[src/rtl/scs8hd_arb_pkg.sv]
// Shared types, sizes and helpers for the scs8hd 4-way round-robin arbiter.
package scs8hd_arb_pkg;

    localparam int unsigned ARB_N   = 4;
    localparam int unsigned ARB_IDW = 2;

    typedef enum logic {
        ARB_IDLE = 1'b0,
        ARB_BUSY = 1'b1
    } arb_state_e;

    // Index of the set bit in a one-hot vector; 0 for an all-zero vector.
    function automatic logic [ARB_IDW-1:0] onehot_to_idx(input logic [ARB_N-1:0] oh);
        logic [ARB_IDW-1:0] idx;
        idx = '0;
        for (int i = 0; i < ARB_N; i++) begin
            if (oh[i]) idx = idx | ARB_IDW'(i);
        end
        return idx;
    endfunction

endpackage

[src/rtl/scs8hd_rr_pick4.sv]
// Combinational rotating priority encoder: first set request scanning ptr, ptr+1, ... mod 4.
module scs8hd_rr_pick4
    import scs8hd_arb_pkg::*;
(
    input  logic [ARB_N-1:0]   req,
    input  logic [ARB_IDW-1:0] ptr,
    output logic [ARB_N-1:0]   pick_c,
    output logic               valid_c
);

    logic [ARB_IDW-1:0] idx;
    logic               found;

    always_comb begin
        pick_c = '0;
        found  = 1'b0;
        idx    = ptr;
        for (int k = 0; k < ARB_N; k++) begin
            idx = ptr + ARB_IDW'(k);
            if (!found && req[idx]) begin
                pick_c[idx] = 1'b1;
                found       = 1'b1;
            end
        end
    end

    assign valid_c = found;

endmodule

[src/rtl/scs8hd_rr_arb4.sv]
// Four-requester round-robin arbiter with registered one-hot grant.
// Optional forced release after MAX_HOLD cycles: define SCS8HD_ARB_TIMEOUT_EN.
module scs8hd_rr_arb4
    import scs8hd_arb_pkg::*;
#(
    parameter int unsigned MAX_HOLD  = 16,
    parameter int unsigned RESET_PTR = 0
) (
    input  logic               CLK,
    input  logic               RESET,
    input  logic [ARB_N-1:0]   REQ,
    output logic [ARB_N-1:0]   GNT,
    output logic               GNT_VALID,
    output logic [ARB_IDW-1:0] GNT_ID,
    output logic               TIMEOUT
);

    if (MAX_HOLD < 2 || MAX_HOLD > 255 || RESET_PTR > 3) begin : g_param_check
        $error("scs8hd_rr_arb4: MAX_HOLD or RESET_PTR out of range");
    end

    arb_state_e         state, state_nxt;
    logic [ARB_IDW-1:0] ptr, ptr_nxt, pick_ptr_c, gnt_id_nxt;
    logic [ARB_N-1:0]   gnt_nxt, elig_c, pick_c;
    logic               pick_valid_c, gnt_valid_nxt, timeout_nxt;
    logic               cur_req_c, force_c, release_c;

    assign cur_req_c  = REQ[GNT_ID];
    assign release_c  = (state == ARB_BUSY) && (!cur_req_c || force_c);
    assign pick_ptr_c = release_c ? GNT_ID + ARB_IDW'(1) : ptr;

`ifdef SCS8HD_ARB_TIMEOUT_EN
    localparam int unsigned CNT_W = $clog2(MAX_HOLD + 1);

    logic [CNT_W-1:0] hold_cnt, hold_cnt_nxt;
    logic [ARB_N-1:0] mask, mask_nxt;

    // hold_cnt is 0 in the first grant cycle, so MAX_HOLD-1 marks the last allowed one.
    assign force_c = (state == ARB_BUSY) && cur_req_c && (hold_cnt == CNT_W'(MAX_HOLD - 1));
    assign elig_c  = REQ & ~mask & ~(force_c ? GNT : '0);

    always_comb begin
        hold_cnt_nxt = '0;
        mask_nxt     = (mask | (force_c ? GNT : '0)) & REQ;
        if (state == ARB_BUSY && !release_c) hold_cnt_nxt = hold_cnt + CNT_W'(1);
    end

    always_ff @(posedge CLK) begin
        if (RESET) begin
            hold_cnt <= '0;
            mask     <= '0;
        end else begin
            hold_cnt <= hold_cnt_nxt;
            mask     <= mask_nxt;
        end
    end
`else
    assign force_c = 1'b0;
    assign elig_c  = REQ;
`endif

    scs8hd_rr_pick4 u_pick (
        .req     (elig_c),
        .ptr     (pick_ptr_c),
        .pick_c  (pick_c),
        .valid_c (pick_valid_c)
    );

    // Next-state and next-output logic; a release re-arbitrates in the same cycle.
    always_comb begin
        state_nxt     = state;
        ptr_nxt       = ptr;
        gnt_nxt       = GNT;
        gnt_id_nxt    = GNT_ID;
        gnt_valid_nxt = GNT_VALID;
        timeout_nxt   = 1'b0;
        case (state)
            ARB_IDLE: begin
                if (pick_valid_c) begin
                    state_nxt     = ARB_BUSY;
                    gnt_nxt       = pick_c;
                    gnt_id_nxt    = onehot_to_idx(pick_c);
                    gnt_valid_nxt = 1'b1;
                end
            end
            ARB_BUSY: begin
                if (release_c) begin
                    ptr_nxt     = pick_ptr_c;
                    timeout_nxt = force_c;
                    if (pick_valid_c) begin
                        gnt_nxt       = pick_c;
                        gnt_id_nxt    = onehot_to_idx(pick_c);
                        gnt_valid_nxt = 1'b1;
                    end else begin
                        state_nxt     = ARB_IDLE;
                        gnt_nxt       = '0;
                        gnt_id_nxt    = '0;
                        gnt_valid_nxt = 1'b0;
                    end
                end
            end
            default: state_nxt = ARB_IDLE;
        endcase
    end

    always_ff @(posedge CLK) begin
        if (RESET) begin
            state     <= ARB_IDLE;
            ptr       <= ARB_IDW'(RESET_PTR);
            GNT       <= '0;
            GNT_ID    <= '0;
            GNT_VALID <= 1'b0;
            TIMEOUT   <= 1'b0;
        end else begin
            state     <= state_nxt;
            ptr       <= ptr_nxt;
            GNT       <= gnt_nxt;
            GNT_ID    <= gnt_id_nxt;
            GNT_VALID <= gnt_valid_nxt;
            TIMEOUT   <= timeout_nxt;
        end
    end

endmodule

[config.mk]
export PLATFORM = sky130hd
export DESIGN_NAME = scs8hd_rr_arb4
export DESIGN_NICKNAME = d
export VERILOG_FILES = /design/src/rtl/scs8hd_arb_pkg.sv /design/src/rtl/scs8hd_rr_pick4.sv /design/src/rtl/scs8hd_rr_arb4.sv
export SDC_FILE = /design/constraint.sdc
export NUM_CORES = 1
export LEC_CHECK = 0
export ABC_AREA = 0
export CORE_MARGIN = 2
export CORE_UTILIZATION = 48
export DETAILED_ROUTE_END_ITERATION = 16
export GPL_TIMING_DRIVEN = 1
export PLACE_DENSITY_LB_ADDON = 0.15
export SKIP_CTS_REPAIR_TIMING = 1
export SLEW_MARGIN = 20
export SYNTH_ARGS = -nofsm -noshare
export SYNTH_HDL_FRONTEND = slang
export SYNTH_HIERARCHICAL = 1
export SYNTH_SLANG_ARGS = --single-unit
[constraint.sdc]
create_clock -name CLK -period 3.7 [get_ports CLK]
set_clock_uncertainty 0.1 [all_clocks]
set_input_delay 0.74 -clock CLK [delete_from_list [all_inputs] [get_ports CLK]]
set_output_delay 0.74 -clock CLK [all_outputs]
set_load 0.03 [all_outputs]
==> results of run 1 <==
-- cells by family (layout without fill, tap and decap cells) --
kind of cell               after synthesis  in the layout  share of synthesized area, %
AOI/OAI and AO/OA                       33             33                          30.1
muxes                                   12             12                          15.1
DFF                                     10             10                          20.2
and+or+nand+nor                         33             33                          16.4
other                                    1              1                         0.377
adders and majority gates                6              6                          7.56
xor gates and xnor gates                 1              1                         0.882
buffers and inverters                   19             49                          9.44
-- registers in the layout (all words and copies together), names as in the netlist --
signal / cells
ptr: 2
GNT: 4
GNT_ID: 2
state: 1
GNT_VALID: 1
-- routing by layer --
| metal | share of wire (%) | up-vias | global-route usage [%] |
|---|---|---|---|
| met3 | 7.8 | 4 | 6.36 |
| met1 | 40 | 519 | 30.1 |
| met5 | 0 | - | 0 |
| met4 | 1.1 | 0 | 4.17 |
| li1 | - | 489 | - |
| met2 | 51 | 52 | 36.5 |
-- cell usage in the layout (no fill, tap or decap), drive strengths merged, types with 2 or more instances in the layout --
| master | n |
|---|---|
| clkbuf | 3 |
| a221oi | 3 |
| a211oi | 3 |
| ha | 6 |
| nand2 | 10 |
| mux2i | 6 |
| nand2b | 4 |
| nand3 | 2 |
| inv | 11 |
| nor2 | 11 |
| mux4 | 2 |
| a31o | 2 |
| o32ai | 6 |
| dfxtp | 10 |
| o2bb2ai | 4 |
| o22ai | 6 |
| buf | 23 |
| a21oi | 4 |
| mux2 | 4 |
| clkdlybuf4s50 | 12 |
-- cell type report --
cell class                      count  area, sq um  share of cell area [%]
Clock buffer                        3         22.5                    1.64
Inverter                           11         41.3                    3.01
Multi-Input combinational cell     86          779                    56.8
Sequential cell                    10          200                    14.6
Tap cell                           27         33.8                    2.46
Timing Repair Buffer               35          294                    21.4
-- worst min path at each step --
| stage | start | endpoint | slack (ns) | cells after the start |
|---|---|---|---|---|
| 3_5_place_dp | GNT_VALID | GNT_VALID | 0.37 | 2 |
| 2_1_floorplan | ptr[1] | ptr[1] | 0.37 | 1 |
| 6_report | GNT_VALID | GNT_VALID | 0.37 | 2 |
| 4_1_cts | GNT_VALID | GNT_VALID | 0.37 | 2 |
| 5_1_grt | GNT[1] | GNT[1] | 0.40 | 2 |
| 3_3_place_gp | GNT_VALID | GNT_VALID | 0.36 | 2 |
-- metrics by stage --
stage	hold slack, ns	util (%)
2_1_floorplan	0.373	-
3_3_place_gp	0.358	64.2
3_5_place_dp	0.365	64.2
4_1_cts	0.375	65.4
5_1_grt	0.403	69.9
6_report	0.371	69.9
-- worst max-delay path: cells and delay by family --
family | cells | cell delay, ns
AOI/OAI and AO/OA | 5 | 0.83
buffers and inverters | 2 | 0.49
adders and majority gates | 1 | 0.30
and+or+nand+nor | 2 | 0.39
muxes | 2 | 0.90
-- power groups by stage --
stage               Sequential, mW  Clock, mW  Combinational, mW
floorplan                    0.224          0              0.444
global placement             0.174          0              0.725
detailed placement           0.177          0              0.739
CTS                          0.174     0.0737              0.746
global route                 0.180     0.0819              0.932
finish                       0.178     0.0721              0.875
==> implementation parameters, run 1 <==
Parameter                              Value

Status
  Status ... finished clean

Placed design
  Number of placed instances, taps included ... 168
  Weighted congestion reported at the end of routability-driven placement ... 0.919
  Post-detail-place hpwl ... 1870 um
  Buffers added on ports ... 12
  Placed cell area ... 1260 sq um
  Worst setup slack after placement ... -0.255 ns

Worst setup path
  Type of element capturing the critical path ... flop
  Most numerous cell on the critical path ... nor2_2
  Register-to-Register Setup Slack ... 0.31 ns
  CP startpoint kind ... primary input
  Maximum cell stage delay along the critical path ... 0.54 ns
  Max Fanout on Critical Path ... 5
  Critical Path RT ... 3.73 ns
  Crit path capture ... GNT_ID[1]
  Crit-path slowest cell ... mux4_2
  Worst reg2reg startpoint ... GNT_ID[0]
  Classification of the worst setup path ... primary input to flop
  Setup crit start ... REQ[3]
  Endpoint of the most critical register-to-register path ... GNT_ID[1]
  Data arrival at the endpoint of the critical path ... 3.66 ns
  Worst R2R Path Depth ... 11
  Crit-path cells ... clkdlybuf4s50_1, mux4_2, nor2_2, o21a_1, inv_2, ha_4, mux2_2, a31o_1, a221oi_2, o2bb2ai_2, nor2_2, o32ai_2

Power and ir drop
  Cell internal pwr ... 605 uW
  Power share of the combinational group ... 77.8%
  P_leak ... 0.565 nW
  Net load switching power ... 520 uW
  Pwr Total ... 1.13 mW
  Switching share of power ... 46.3%
  Worst IR drop on VDD ... 0.509 mV
  Clock Power Share ... 6.4%
  Flop pwr share ... 15.8%
  Cell area power density ... 821 nW/um^2

GRT
  Global-route wire length before repair ... 4260 um
  Aggregate global-route resource usage ... 22.5%
  Pin count of the biggest net entering global routing ... 21
  Vias in the first global route ... 958
  Antenna violations before repair ... 0
  Total overflow reported by the global router ... 0

Die
  Core outline area ... 1960 sq um
  Die span in x ... 49.5 um
  Starting density of the core ... 50.6%
  Total die area ... 2450 sq um
  Top Ports ... 14
  Vertical extent of the die ... 49.5 um
  Std-Cell Rows ... 16

Yosys
  Mean post-synth cell area ... 8.64 sq um
  Total nets after synthesis ... 127
  Number of enable-type register cells in the synthesized netlist ... 0
  Fraction of post-synthesis cell area in the top cell type by area ... 20.2%
  Leading register cell type out of synthesis ... dfxtp_1
  Cell type with the highest aggregate area in the netlist ... dfxtp_1
  Synth area leaders ... dfxtp_1 (20%), ha_1 (7.6%), mux2i_1 (6.0%)
  Post-synth ARST share ... 0%
  Yosys cell types ... 38
  Yosys warning total ... 6
  Number of instances in the synthesized netlist ... 115
  Sequential-to-total area share from yosys stat ... 20.2%
  Synth Cell Area ... 993 sq um
  Flip-flop and latch count after synthesis ... 10
  Most instantiated cells after synthesis ... inv_1 (11), nor2_1 (11), dfxtp_1 (10), nand2_1 (10)

Detailed routing
  Post-detailed-route count of antenna-violating nets ... 0
  Total vias in the final route ... 1,064
  Final routed wire length divided by cell count ... 16.3 um
  Total DRC errors in the routed layout ... 0
  Initial DRC count ... 39
  Routed via count divided by cell count ... 6.19
  Routed Wire Length ... 2800 um
  Total iterations of the first detailed-routing run ... 4

Cells and area
  Area added between synthesis and finish ... 38.0%
  Inserted Diodes ... 0
  Share of layout cells above drive strength 1 ... 35.9%
  Post-Layout Inst Area ... 1370 sq um
  Fill count ... 174
  # nets final ... 159
  Final instance count without filler cells ... 172

CTS
  Number of sinks on the clock net ... 10
  Clk root buf ... clkbuf_4
  Clock tree from TritonCTS ... done
  H-tree depth ... 1
  Clock network latency to the later pin of the worst-skew pair ... 0.26 ns
  Clock transition at the registers of the reported paths ... 0.06 ns
  Clock buffer count from CTS ... 3
  Maximum buffer depth of the clock tree ... 2

Timing
  Final Critical Period ... 3.62 ns
  Number of max-slew violations in the final report ... 0
  Share of the clock period used by the worst path ... 97.9%
  Setup-violating endpoint count in the final report ... 0
  Minimum setup slack in the final design ... 0.0762 ns
  Final hold violation count ... 0
  F_max ... 276 MHz
  Slew at the pin closest to its max-slew limit ... 0.502 ns
  Tightest slew margin relative to the limit ... 66.5%
  Total negative slack ... 0 ns

Hold path
  Classification of the worst-slack hold path ... flop to flop

Run
  Number of maximum-capacitance constraint violations ... 0
Power figures use the tool's default switching activity.
==> run 2: changes to the inputs <==
--- a/config.mk
+++ b/config.mk
@@ -8,8 +8,10 @@
 export ABC_AREA = 0
 export CORE_MARGIN = 2
 export CORE_UTILIZATION = 48
+export CTS_CLUSTER_SIZE = 16
 export DETAILED_ROUTE_END_ITERATION = 16
 export GPL_TIMING_DRIVEN = 1
+export MAX_ROUTING_LAYER = met4
 export PLACE_DENSITY_LB_ADDON = 0.15
 export SKIP_CTS_REPAIR_TIMING = 1
 export SLEW_MARGIN = 20
==> run 2 against run 1 <==
Sequential share of layout area stayed put. First-iteration DRC count shrank 5.1%. Largest power group unchanged. Critical endpoint unchanged. Total power rose by 0.21%. Die area unchanged. Core utilization did not move.
==> implementation parameters, run 2 (synthesis results as in run 1) <==
Parameter                              Value

Cells and area
  Sequential standard cell area ... 200 sq um (unchanged)
  Most common library cell in the layout ignoring fill and taps ... buf_4
  Area added between synthesis and finish ... 38.0% (unchanged)
  Register name with the most flops ... GNT
  Flip-flop count of the largest register, all copies and words added ... 4 (unchanged)
  Final instance count without filler cells ... 172 (unchanged)
  Fill count ... 174 (unchanged)
  Inserted Diodes ... 0 (unchanged)
  Registers with the most flip-flops ... GNT x4, GNT_ID x2, ptr x2
  # nets final ... 159 (unchanged)
  Share of layout cells above drive strength 1 ... 35.9% (unchanged)
  Area occupied by multi-input gates ... 779 sq um (unchanged)
  Most frequent cells in the layout ... buf_4 (21), clkdlybuf4s50_1 (12), dfxtp_1 (10), nand2_1 (10), inv_1 (9)

GRT
  Pin count of the biggest net entering global routing ... 21 (unchanged)
  Global-route wire length before repair ... 4260 um (-0.16%)
  Vias in the first global route ... 960 (+0.21%)
  Aggregate global-route resource usage ... 23.0% (+0.56 points)
  Total overflow reported by the global router ... 0 (unchanged)
  Antenna violations before repair ... 0 (unchanged)

Worst setup path
  Max Fanout on Critical Path ... 5 (unchanged)
  Classification of the worst setup path ... primary input to flop
  Crit-path cells ... clkdlybuf4s50_1, mux4_2, nor2_2, o21a_1, inv_2, ha_4, mux2_2, a31o_1, a221oi_2, o2bb2ai_2, nor2_2, o32ai_2
  Data arrival at the endpoint of the critical path ... 3.66 ns (about the same)
  Critical Path RT ... 3.74 ns (about the same)
  Maximum cell stage delay along the critical path ... 0.54 ns (about the same)
  Most numerous cell on the critical path ... nor2_2
  CP startpoint kind ... primary input
  Crit-path slowest cell ... mux4_2
  Type of element capturing the critical path ... flop

Detailed routing
  Routed via count divided by cell count ... 6.16 (-0.47%)
  Post-detailed-route count of antenna-violating nets ... 0 (unchanged)
  Routed Wire Length ... 2790 um (-0.57%)
  Final routed wire length divided by cell count ... 16.2 um (-0.57%)
  Initial DRC count ... 37 (-5.1%)
  Total vias in the final route ... 1,059 (-0.47%)
  Total iterations of the first detailed-routing run ... 4 (unchanged)
  Total DRC errors in the routed layout ... 0 (unchanged)

Power and ir drop
  Pwr Total ... 1.13 mW (+0.21%)
  Cell area power density ... 822 nW/um^2 (+0.21%)
  P_leak ... 0.565 nW (unchanged)
  Worst IR drop on VDD ... 0.515 mV (+1.2%)

CTS
  Clock transition at the registers of the reported paths ... 0.06 ns (about the same)
  H-tree depth ... 1 (unchanged)
  Maximum buffer depth of the clock tree ... 2 (unchanged)
  Number of sinks on the clock net ... 10 (unchanged)
  Clock network latency to the later pin of the worst-skew pair ... 0.27 ns (about the same)
  Clk root buf ... clkbuf_4
  Clock buffer count from CTS ... 3 (unchanged)
  Clock tree from TritonCTS ... done

Die
  Top Ports ... 14 (unchanged)
  Std-Cell Rows ... 16 (unchanged)
  Vertical extent of the die ... 49.5 um (unchanged)
  Core outline area ... 1960 sq um (unchanged)
  Die span in x ... 49.5 um (unchanged)
  Total die area ... 2450 sq um (unchanged)
  Starting density of the core ... 50.6% (unchanged)

Placed design
  Post-detail-place hpwl ... 1870 um (unchanged)
  Buffers added on ports ... 12 (unchanged)
  Weighted congestion reported at the end of routability-driven placement ... 0.935 (+1.8%)
  Number of placed instances, taps included ... 168 (unchanged)

Hold path
  Classification of the worst-slack hold path ... flop to flop

Timing
  Share of the clock period used by the worst path ... 98.0% (about the same)
  Number of max-slew violations in the final report ... 0 (unchanged)
  Setup-violating endpoint count in the final report ... 0 (unchanged)
  Final Critical Period ... 3.63 ns (+0.00189 ns)
  F_max ... 276 MHz (about the same)
  Total negative slack ... 0 ns (unchanged)
  Final hold violation count ... 0 (unchanged)

Run
  Number of maximum-capacitance constraint violations ... 0 (unchanged)

Status
  Status ... finished clean
==> run 2: cell counts in the layout (fill, tap and decap cells not counted) <==
Identical to the previous run, type by type.
==> run 2: where the power goes <==
part / switching (mW) / internal, mW
Sequential: 0.0329 / 0.144
Clock: 0.0377 / 0.0376
Combinational: 0.452 / 0.423
==> run 2: layout make-up <==
cell class                      count  share of cell area (%)
Clock buffer                        3                    1.64
Inverter                           11                    3.01
Multi-Input combinational cell     86                    56.8
Sequential cell                    10                    14.6
Tap cell                           27                    2.46
Timing Repair Buffer               35                    21.4
==> run 2: metal layers <==
layer / share of wire (%) / GRT usage, % / vias to the layer above
li1: - / - / 492
met1: 43 / 29.9 / 513
met2: 50 / 36.7 / 48
met3: 5.3 / 6.06 / 6
met4: 1.6 / 4.17 / 0
met5: 0 / - / -
==> run 2: final timing paths <==
path	startpoint	to	slack [ns]	cells past startpoint
worst max-delay path	REQ[3]	GNT_ID[1]	0.07	12
worst min register to register	GNT_VALID	GNT_VALID	0.37	2
worst max register to register	GNT_ID[0]	GNT_ID[1]	0.32	11
worst min-delay path	GNT_VALID	GNT_VALID	0.37	2
==> run 2: stage by stage <==
stage | util [%] | area (sq um) | setup WS, ns | hold slack (ns)
finish | 69.9 | 1370 | 0.0743 | 0.371
global route | 69.9 | 1370 | -0.0227 | 0.403
CTS | 65.4 | 1280 | -0.00560 | 0.375
detailed placement | 64.2 | 1260 | -0.255 | 0.365
global placement | 64.2 | 1260 | -0.211 | 0.358
floorplan | - | 995 | 0.0602 | 0.373
==> run 2: critical path: cells and delay by family <==
kind,cells,cell delay [ns]
and+or+nand+nor,2,0.38
muxes,2,0.90
AOI/OAI and AO/OA,5,0.85
buffers and inverters,2,0.49
adders and majority gates,1,0.30
==> run 3: changes to the inputs <==
--- a/config.mk
+++ b/config.mk
@@ -7,7 +7,7 @@
 export LEC_CHECK = 0
 export ABC_AREA = 0
 export CORE_MARGIN = 2
-export CORE_UTILIZATION = 48
+export CORE_UTILIZATION = 26
 export CTS_CLUSTER_SIZE = 16
 export DETAILED_ROUTE_END_ITERATION = 16
 export GPL_TIMING_DRIVEN = 1
==> constraint.sdc (replaced) <==
create_clock -name CLK -period 3.6 [get_ports CLK]
set_clock_uncertainty 0.1 [all_clocks]
set_input_delay 0.72 -clock CLK [delete_from_list [all_inputs] [get_ports CLK]]
set_output_delay 0.72 -clock CLK [all_outputs]
set_load 0.03 [all_outputs]
==> run 3 against run 2 <==
First-iteration DRC count decreased by 24%. Routed wire length decreased by 4.3%. Critical path depth unchanged. Via count decreased by 7.2%. Combinational power decreased by 2%. Final cell count increased by 14%. Total power increased by 4.1%. Sequential cell count unchanged. Core utilization decreased by 30 points. Sequential power decreased by 2%. Die area increased by 77%. Cell area increased by 5.2%.
==> implementation parameters, run 3 (synthesis results as in run 1) <==
Parameter                              Value

Status
  Status ... finished clean

CTS
  Clock transition at the registers of the reported paths ... 0.05 ns (about the same)
  Clock tree from TritonCTS ... done
  Number of sinks on the clock net ... 10 (unchanged)
  H-tree depth ... 1 (unchanged)
  Maximum buffer depth of the clock tree ... 2 (unchanged)
  Clock network latency to the later pin of the worst-skew pair ... 0.23 ns (-0.04 ns)
  Clk root buf ... clkbuf_8
  Clock buffer count from CTS ... 3 (unchanged)

Timing
  Final Critical Period ... 3.31 ns
  Setup-violating endpoint count in the final report ... 0 (unchanged)
  F_max ... 302 MHz
  Number of max-slew violations in the final report ... 0 (unchanged)
  Setup repair after global routing missed its margin ... no
  Share of the clock period used by the worst path ... 91.9%
  Final hold violation count ... 0 (unchanged)

Placed design
  Weighted congestion reported at the end of routability-driven placement ... 0.900 (-3.8%)
  Post-detail-place hpwl ... 2030 um (+8.5%)
  Buffers added on ports ... 12 (unchanged)
  Number of placed instances, taps included ... 189 (+13%)

Worst setup path
  Logic depth of the worst path, buffers included ... 12 (unchanged)
  Maximum cell stage delay along the critical path ... 0.53 ns (about the same)
  Max Fanout on Critical Path ... 5 (unchanged)
  Crit path capture ... GNT_ID[0]
  Setup crit start ... REQ[3]
  Crit-path slowest cell ... mux4_2
  Crit-path leading delay family ... multiplexers
  Critical Path RT ... 3.60 ns (-0.14 ns)
  Register-to-Register Setup Slack ... 0.51 ns (+0.19 ns)
  Worst path buffer plus inverter count ... 2 (unchanged)
  Crit-path cells ... dlymetal6s2s_1, mux4_2, or3_4, o21a_1, inv_2, ha_4, mux2i_4, mux2_4, a221oi_2, o2bb2ai_2, nor2_1, o32ai_2
  Worst reg2reg startpoint ... GNT_ID[0]
  CP startpoint kind ... primary input
  Endpoint of the most critical register-to-register path ... GNT_ID[0]
  Classification of the worst setup path ... primary input to flop
  Type of element capturing the critical path ... flop
  Data arrival at the endpoint of the critical path ... 3.31 ns (-0.35 ns)
  Worst R2R Path Depth ... 11 (unchanged)

GRT
  Vias in the first global route ... 902 (-6.0%)
  Total overflow reported by the global router ... 0 (unchanged)
  Global-route wire length before repair ... 4260 um (+0.16%)
  Pin count of the biggest net entering global routing ... 13 (-38%)
  Aggregate global-route resource usage ... 13.2% (-9.8 points)
  Antenna violations before repair ... 0 (unchanged)

Cells and area
  Final instance count without filler cells ... 196 (+14%)
  Share of layout cells above drive strength 1 ... 35.1% (-0.73 points)
  Registers with the most flip-flops ... GNT x4, GNT_ID x2, ptr x2
  Inserted Diodes ... 0 (unchanged)
  # nets final ... 161 (+1.3%)
  Flip-flop count of the largest register, all copies and words added ... 4 (unchanged)
  Most common library cell in the layout ignoring fill and taps ... buf_4
  Register name with the most flops ... GNT
  Share of the core filled with cells ... 39.4% (-30 points)
  Most frequent cells in the layout ... buf_4 (24), dfxtp_1 (10), nor2_1 (10), nand2_1 (10), inv_1 (9)
  Area added between synthesis and finish ... 45.2%

Power and ir drop
  Switching share of power ... 42.8% (-3.6 points)
  Flop pwr share ... 14.8% (-0.9 points)
  Clock Power Share ... 11.9% (+5.2 points)
  Worst IR drop on VDD ... 0.211 mV (-59%)
  P_leak ... 0.629 nW (+11%)
  Net load switching power ... 502 uW (-4.0%)
  Cell area power density ... 813 nW/um^2 (-1.1%)
  Cell internal pwr ... 671 uW (+11%)
  Power share of the combinational group ... 73.3% (-4.3 points)

Die
  Starting density of the core ... 27.1% (-24 points)
  Core outline area ... 3660 sq um (+87%)
  Total die area ... 4330 sq um (+77%)
  Vertical extent of the die ... 65.8 um (+33%)
  Top Ports ... 14 (unchanged)
  Die span in x ... 65.8 um (+33%)
  Std-Cell Rows ... 22 (+6)

Detailed routing
  Routed via count divided by cell count ... 5.02 (-19%)
  Initial DRC count ... 28 (-24%)
  Total iterations of the first detailed-routing run ... 4 (unchanged)
  Total vias in the final route ... 983 (-7.2%)
  Routed Wire Length ... 2670 um (-4.3%)
  Total DRC errors in the routed layout ... 0 (unchanged)
  Post-detailed-route count of antenna-violating nets ... 0 (unchanged)
  Final routed wire length divided by cell count ... 13.6 um (-16%)

Run
  Number of maximum-capacitance constraint violations ... 0 (unchanged)

Hold path
  Classification of the worst-slack hold path ... flop to flop
-- run 3: cell types whose count changed in the layout (fill, tap and decap cells not counted), sizes merged --
cell and change:
clkdlybuf4s50 -4, dlymetal6s2s +4, buf +2, clkbuf +1
-- run 3: final cells by class --
cell class              instances  area, sq um
fillers                       377         2220
multi-input cells              86          764
repair buffers                 37          322
flip-flops and latches         10          200
well taps                      48         60.1
clock buffers                   4         55.1
inverters                      11         41.3
-- run 3: power by group through the flow --
| stage | registers [mW] | logic (mW) | clock network, mW |
|---|---|---|---|
| floorplan | 0.231 | 0.460 | 0 |
| global placement | 0.177 | 0.756 | 0 |
| detailed placement | 0.177 | 0.759 | 0 |
| CTS | 0.175 | 0.763 | 0.144 |
| global route | 0.179 | 0.937 | 0.151 |
| finish | 0.173 | 0.860 | 0.140 |
-- run 3: through the flow --
stage	setup TNS (ns)	instance area (sq um)	setup slack (ns)	hold slack [ns]	total power, mW
2_1_floorplan	0	1000	0.0341	0.373	0.691
3_3_place_gp	-1.29	1290	-0.278	0.368	0.933
3_5_place_dp	-1.57	1290	-0.330	0.366	0.936
4_1_cts	-0.181	1350	-0.0951	0.380	1.08
5_1_grt	0	1440	0.207	0.412	1.27
6_report	0	1440	0.290	0.376	1.17
-- run 3: worst min path at each step --
stage,start,to,cells after the start
4_1_cts,GNT[0],GNT[0],2
3_3_place_gp,GNT[0],GNT[0],2
5_1_grt,GNT[1],GNT[1],2
2_1_floorplan,ptr[1],ptr[1],1
6_report,GNT[1],GNT[1],2
3_5_place_dp,GNT[0],GNT[0],2
-- run 3: per-layer routing --
metal	vias up	global-route usage, %	part of all wire [%]
met1	468	17.6	48
met4	0	2.34	0.64
met5	-	-	0
met3	2	4.26	5.7
met2	23	19.9	45
li1	490	-	-
-- run 3: tightest hold or removal path, cell delays in order (launching register included) --
cell	delay (ns)
dfxtp_1	0.30
inv_1	0.05
o32ai_1	0.07
==> RTL change 1, RTL diff (config.mk and constraints of run 3) <==
`ARB_IDW`: 2 -> 1.
--- a/src/rtl/scs8hd_arb_pkg.sv
+++ b/src/rtl/scs8hd_arb_pkg.sv
@@ -2,7 +2,7 @@
 package scs8hd_arb_pkg;
 
     localparam int unsigned ARB_N   = 4;
-    localparam int unsigned ARB_IDW = 2;
+    localparam int unsigned ARB_IDW = 1;
 
     typedef enum logic {
         ARB_IDLE = 1'b0,
Ports: changed (resized GNT_ID); port bits go from 14 to 13. No check against the original RTL was run, so the function may have changed too.
==> RTL change 1 against run 3 <==
  * Routed wire length down 62%
  * Sequential cell count is 2 lower
  * Synthesized area decreased by 54%
  * Count of clock-buffer cells in the layout fell by 1
  * Sequential power decreased by 39%
  * Power fell by 79%
  * Cell area decreased by 61%
  * Worst setup slack gained 0.95 ns
==> RTL change 1: results (changes against run 3) <==
io_buffers: 9  # -3
p_sw_share_pct: 32.3  # -11 points
cts_htree_levels: 1  # unchanged
status: "finished, final reports clean"
seq_power_mw: 0.106  # -39%
clk_latency_ns: 0.25  # +0.02 ns
final_cells: 82  # -58%
drive_above_1_share_pct: 9.23  # -26 points
gp_congestion: 0.687  # -24%
clk-power_mw: 0.0686  # -51%
setup_viol: 0  # unchanged
synth_compound_area_share_pct: 27.2  # -2.9 points
synthMuxAreaShare_pct: 5.45  # -9.7 points
ys_types: 23  # -39%
synth.top_cells.by_area: "dfxtp_1 35%, nand3_1 9.8%, a31oi_1 6.8%"
async_flop_share_pct: 0  # unchanged
ys_seq_area_share_pct: 34.9  # +15 points
p_leak_nw: 0.212  # -66%
synthAdderAreaFrac_pct: 0  # -7.6 points
synth_xor_area_share_pct: 0  # -0.88 points
grt_usage_pct: 11.5  # -1.8 points
grt_pass1_vias: 344  # -62%
peakVddDrop_uv: 164  # -22%
grt_pass1_wl_mm: 1.57  # -63%
first_pass_iters: 5  # +1
fillers: 175  # -54%
clk_pin_slew_ns: 0.06
worstPathMaxFanout: 7  # +2
fin_nets: 73  # -55%
crit_arrival_ns: 2.44  # -0.87 ns
drt_iter0_markers: 11  # -61%
cts_made_buffers: 3  # unchanged
drt-total-wl_mm: 1.00  # -62%
cts-root-buf: "clkbuf_4"
synthCells: 58  # -50%
RTL change 1: cell count changes after synthesis, sizes merged, moves of 3 or more:
cell     delta
a22oi       +4
mux2        -3
a211oi      -3
nand2       -9
ha          -6
nor2        -6
nand3       +7
nand2b      -4
inv         -8
a31oi       +5
mux2i       -5
o32ai       -6
o22ai       -6
o2bb2ai     -4
RTL change 1: path summary, 6_finish.rpt:
kind / from / to / slack (ns) / cells after the start
worst min-delay path: GNT_VALID / GNT_VALID / 0.37 / 2
worst max-delay path: REQ[1] / GNT_ID / 1.24 / 8
worst min register to register: GNT_VALID / GNT_VALID / 0.37 / 2
worst max register to register: state / GNT_ID / 1.64 / 8
RTL change 1: through the flow:
stage               cell area, um^2  setup slack, ns
floorplan                       463             1.72
global placement                538            0.970
detailed placement              538            0.987
CTS                             561             1.25
global route                    561             1.14
finish                          561             1.24
RTL change 1: final cells by class:
class	count	area, um^2	area share (%)
tap	17	21.3	3.79
inverter	3	11.3	2.01
multi-input combinational	42	255	45.5
sequential	8	160	28.6
clock buffer	3	22.5	4.02
timing repair buffer	9	90.1	16.1
RTL change 1: per-layer routing:
| metal | vias up | GRT usage [%] | part of all wire [%] |
|---|---|---|---|
| met2 | 8 | 13.1 | 46 |
| met3 | 2 | 5.95 | 2.5 |
| met5 | - | - | 0 |
| met1 | 194 | 14.6 | 50 |
| met4 | 0 | 8.57 | 1.7 |
| li1 | 218 | - | - |
RTL change 1: critical path, stage by stage:
cell	delay, ns
clkdlybuf4s50_1	0.58
o21ai_0	0.14
nand2_1	0.10
inv_1	0.04
a21boi_0	0.32
nor2_1	0.12
a211o_1	0.31
a31oi_1	0.12
==> RTL change 2, RTL diff (settings of run 3) <==
Made on the original files. The output `TIMEOUT` loses its register stage (`TIMEOUT` becomes a continuous assignment).
--- a/src/rtl/scs8hd_rr_arb4.sv
+++ b/src/rtl/scs8hd_rr_arb4.sv
@@ -110,16 +110,16 @@
             GNT       <= '0;
             GNT_ID    <= '0;
             GNT_VALID <= 1'b0;
-            TIMEOUT   <= 1'b0;
         end else begin
             state     <= state_nxt;
             ptr       <= ptr_nxt;
             GNT       <= gnt_nxt;
             GNT_ID    <= gnt_id_nxt;
             GNT_VALID <= gnt_valid_nxt;
-            TIMEOUT   <= timeout_nxt;
         end
     end
 
+    assign TIMEOUT = timeout_nxt;
+
 endmodule
 
Behaviour: unchanged (Yosys induction, for registers that start in step).
==> RTL change 2 against run 3 <==
  * Synthesized area decreased by 1.1%
  * Routed wire length grew 5.9%
  * Clock power is 19% lower
  * Count of clock-buffer cells in the layout decreased by 1
  * Worst setup slack got worse by 0.044 ns
  * Register-to-register slack got worse by 0.02 ns
  * Die area decreased by 1.1%
  * Final cell count unchanged
  * Hold slack worse by 0.0050 ns
  * Power is 7.1% higher
  * Sequential cell count unchanged
  * Cell area is 3.2% higher
  * Critical endpoint unchanged
  * Largest power group unchanged
==> RTL change 2: results (changes against run 3) <==
grt_pass1_vias: 957  # +6.1%
critPathSlowestCell: "mux4_2"
antenna_found_initial: 0  # unchanged
drive_above_1_share_pct: 38.5  # +3.4 points
grtUsageMet2_pct: 23.0  # +3.0 points
wl_met3_um: 108  # -28%
grt_pass1_wl_mm: 4.41  # +3.4%
avgViaCountPerCell: 4.89  # -2.5%
slew_viol_final: 0  # unchanged
final_cells: 196  # unchanged
wl_met2_mm: 1.39  # +15%
drt-met1-wl_mm: 1.31  # +1.9%
dp_hpwl_mm: 2.07  # +2.0%
reg2reg_depth: 12  # +1
min_to: "GNT_VALID"
worst_slack_ns: 0.247  # -0.0437 ns
synth_nets: 126  # -0.79%
grt_usage_pct: 13.9  # +0.62 points
r2r-start: "GNT_ID[0]"
r2r_end: "GNT_ID[0]"
grt_max_degree: 16  # +3
placed_area_um2: 1320  # +1.7%
synth.top_cells.by_area: "dfxtp_1 20%, ha_1 7.6%, mux2i_1 6.1%"
synthCells: 114  # -0.87%
rrSetupSlack_ns: 0.49  # -0.02 ns
use_met3_pct: 4.11  # -0.15 points
dp_slack_ns: -0.347  # -0.0170 ns
whs_path_depth: 2  # unchanged
fin_nets: 162  # +0.62%
ys_seq_area_share_pct: 20.4  # +0.23 points
cts_htree_levels: 1  # unchanged
p_leak_nw: 0.639  # +1.5%
post-place-cells: 192  # +1.6%
clk_latency_ns: 0.23  # about the same
worstPathMaxFanout: 4  # -1
holdWs_ns: 0.371  # -0.00500 ns
status: "finished, final reports clean"
drt-total-wl_mm: 2.82  # +5.9%
use_met1_pct: 17.3  # -0.25 points
min_from: "GNT_VALID"
drt_iter0_markers: 16  # -43%
slowest_delay_ns: 0.51  # -0.02 ns
gp_congestion: 0.854  # -5.1%
peakVddDrop_uv: 175  # -17%
## RTL change 2: cell count changes in the layout (fill, tap and decap cells not counted), sizes merged
cell and delta:
clkbuf -1, buf +1
## RTL change 2: layout make-up
cell class / instances / area, um^2
fillers: 374 / 2140
multi-input cells: 86 / 817
repair buffers: 38 / 329
flip-flops and latches: 10 / 200
well taps: 48 / 60.1
clock buffers: 3 / 41.3
inverters: 11 / 41.3
## RTL change 2: kinds of logic after synthesis
group                    count (synthesis)  synth area share (%)
other                                    1                 0.382
AO/OA/AOI/OAI                           33                  30.4
multiplexers                            12                  15.3
flip-flops                              10                  20.4
buffers and inverters                   18                  8.41
XOR/XNOR                                 1                 0.892
adder cells (fa/ha/maj)                  6                  7.64
AND/OR/NAND/NOR                         33                  16.6
## RTL change 2: power by group
group / switching, mW / internal, mW
logic: 0.497 / 0.472
registers: 0.0259 / 0.149
clock network: 0.0403 / 0.0729
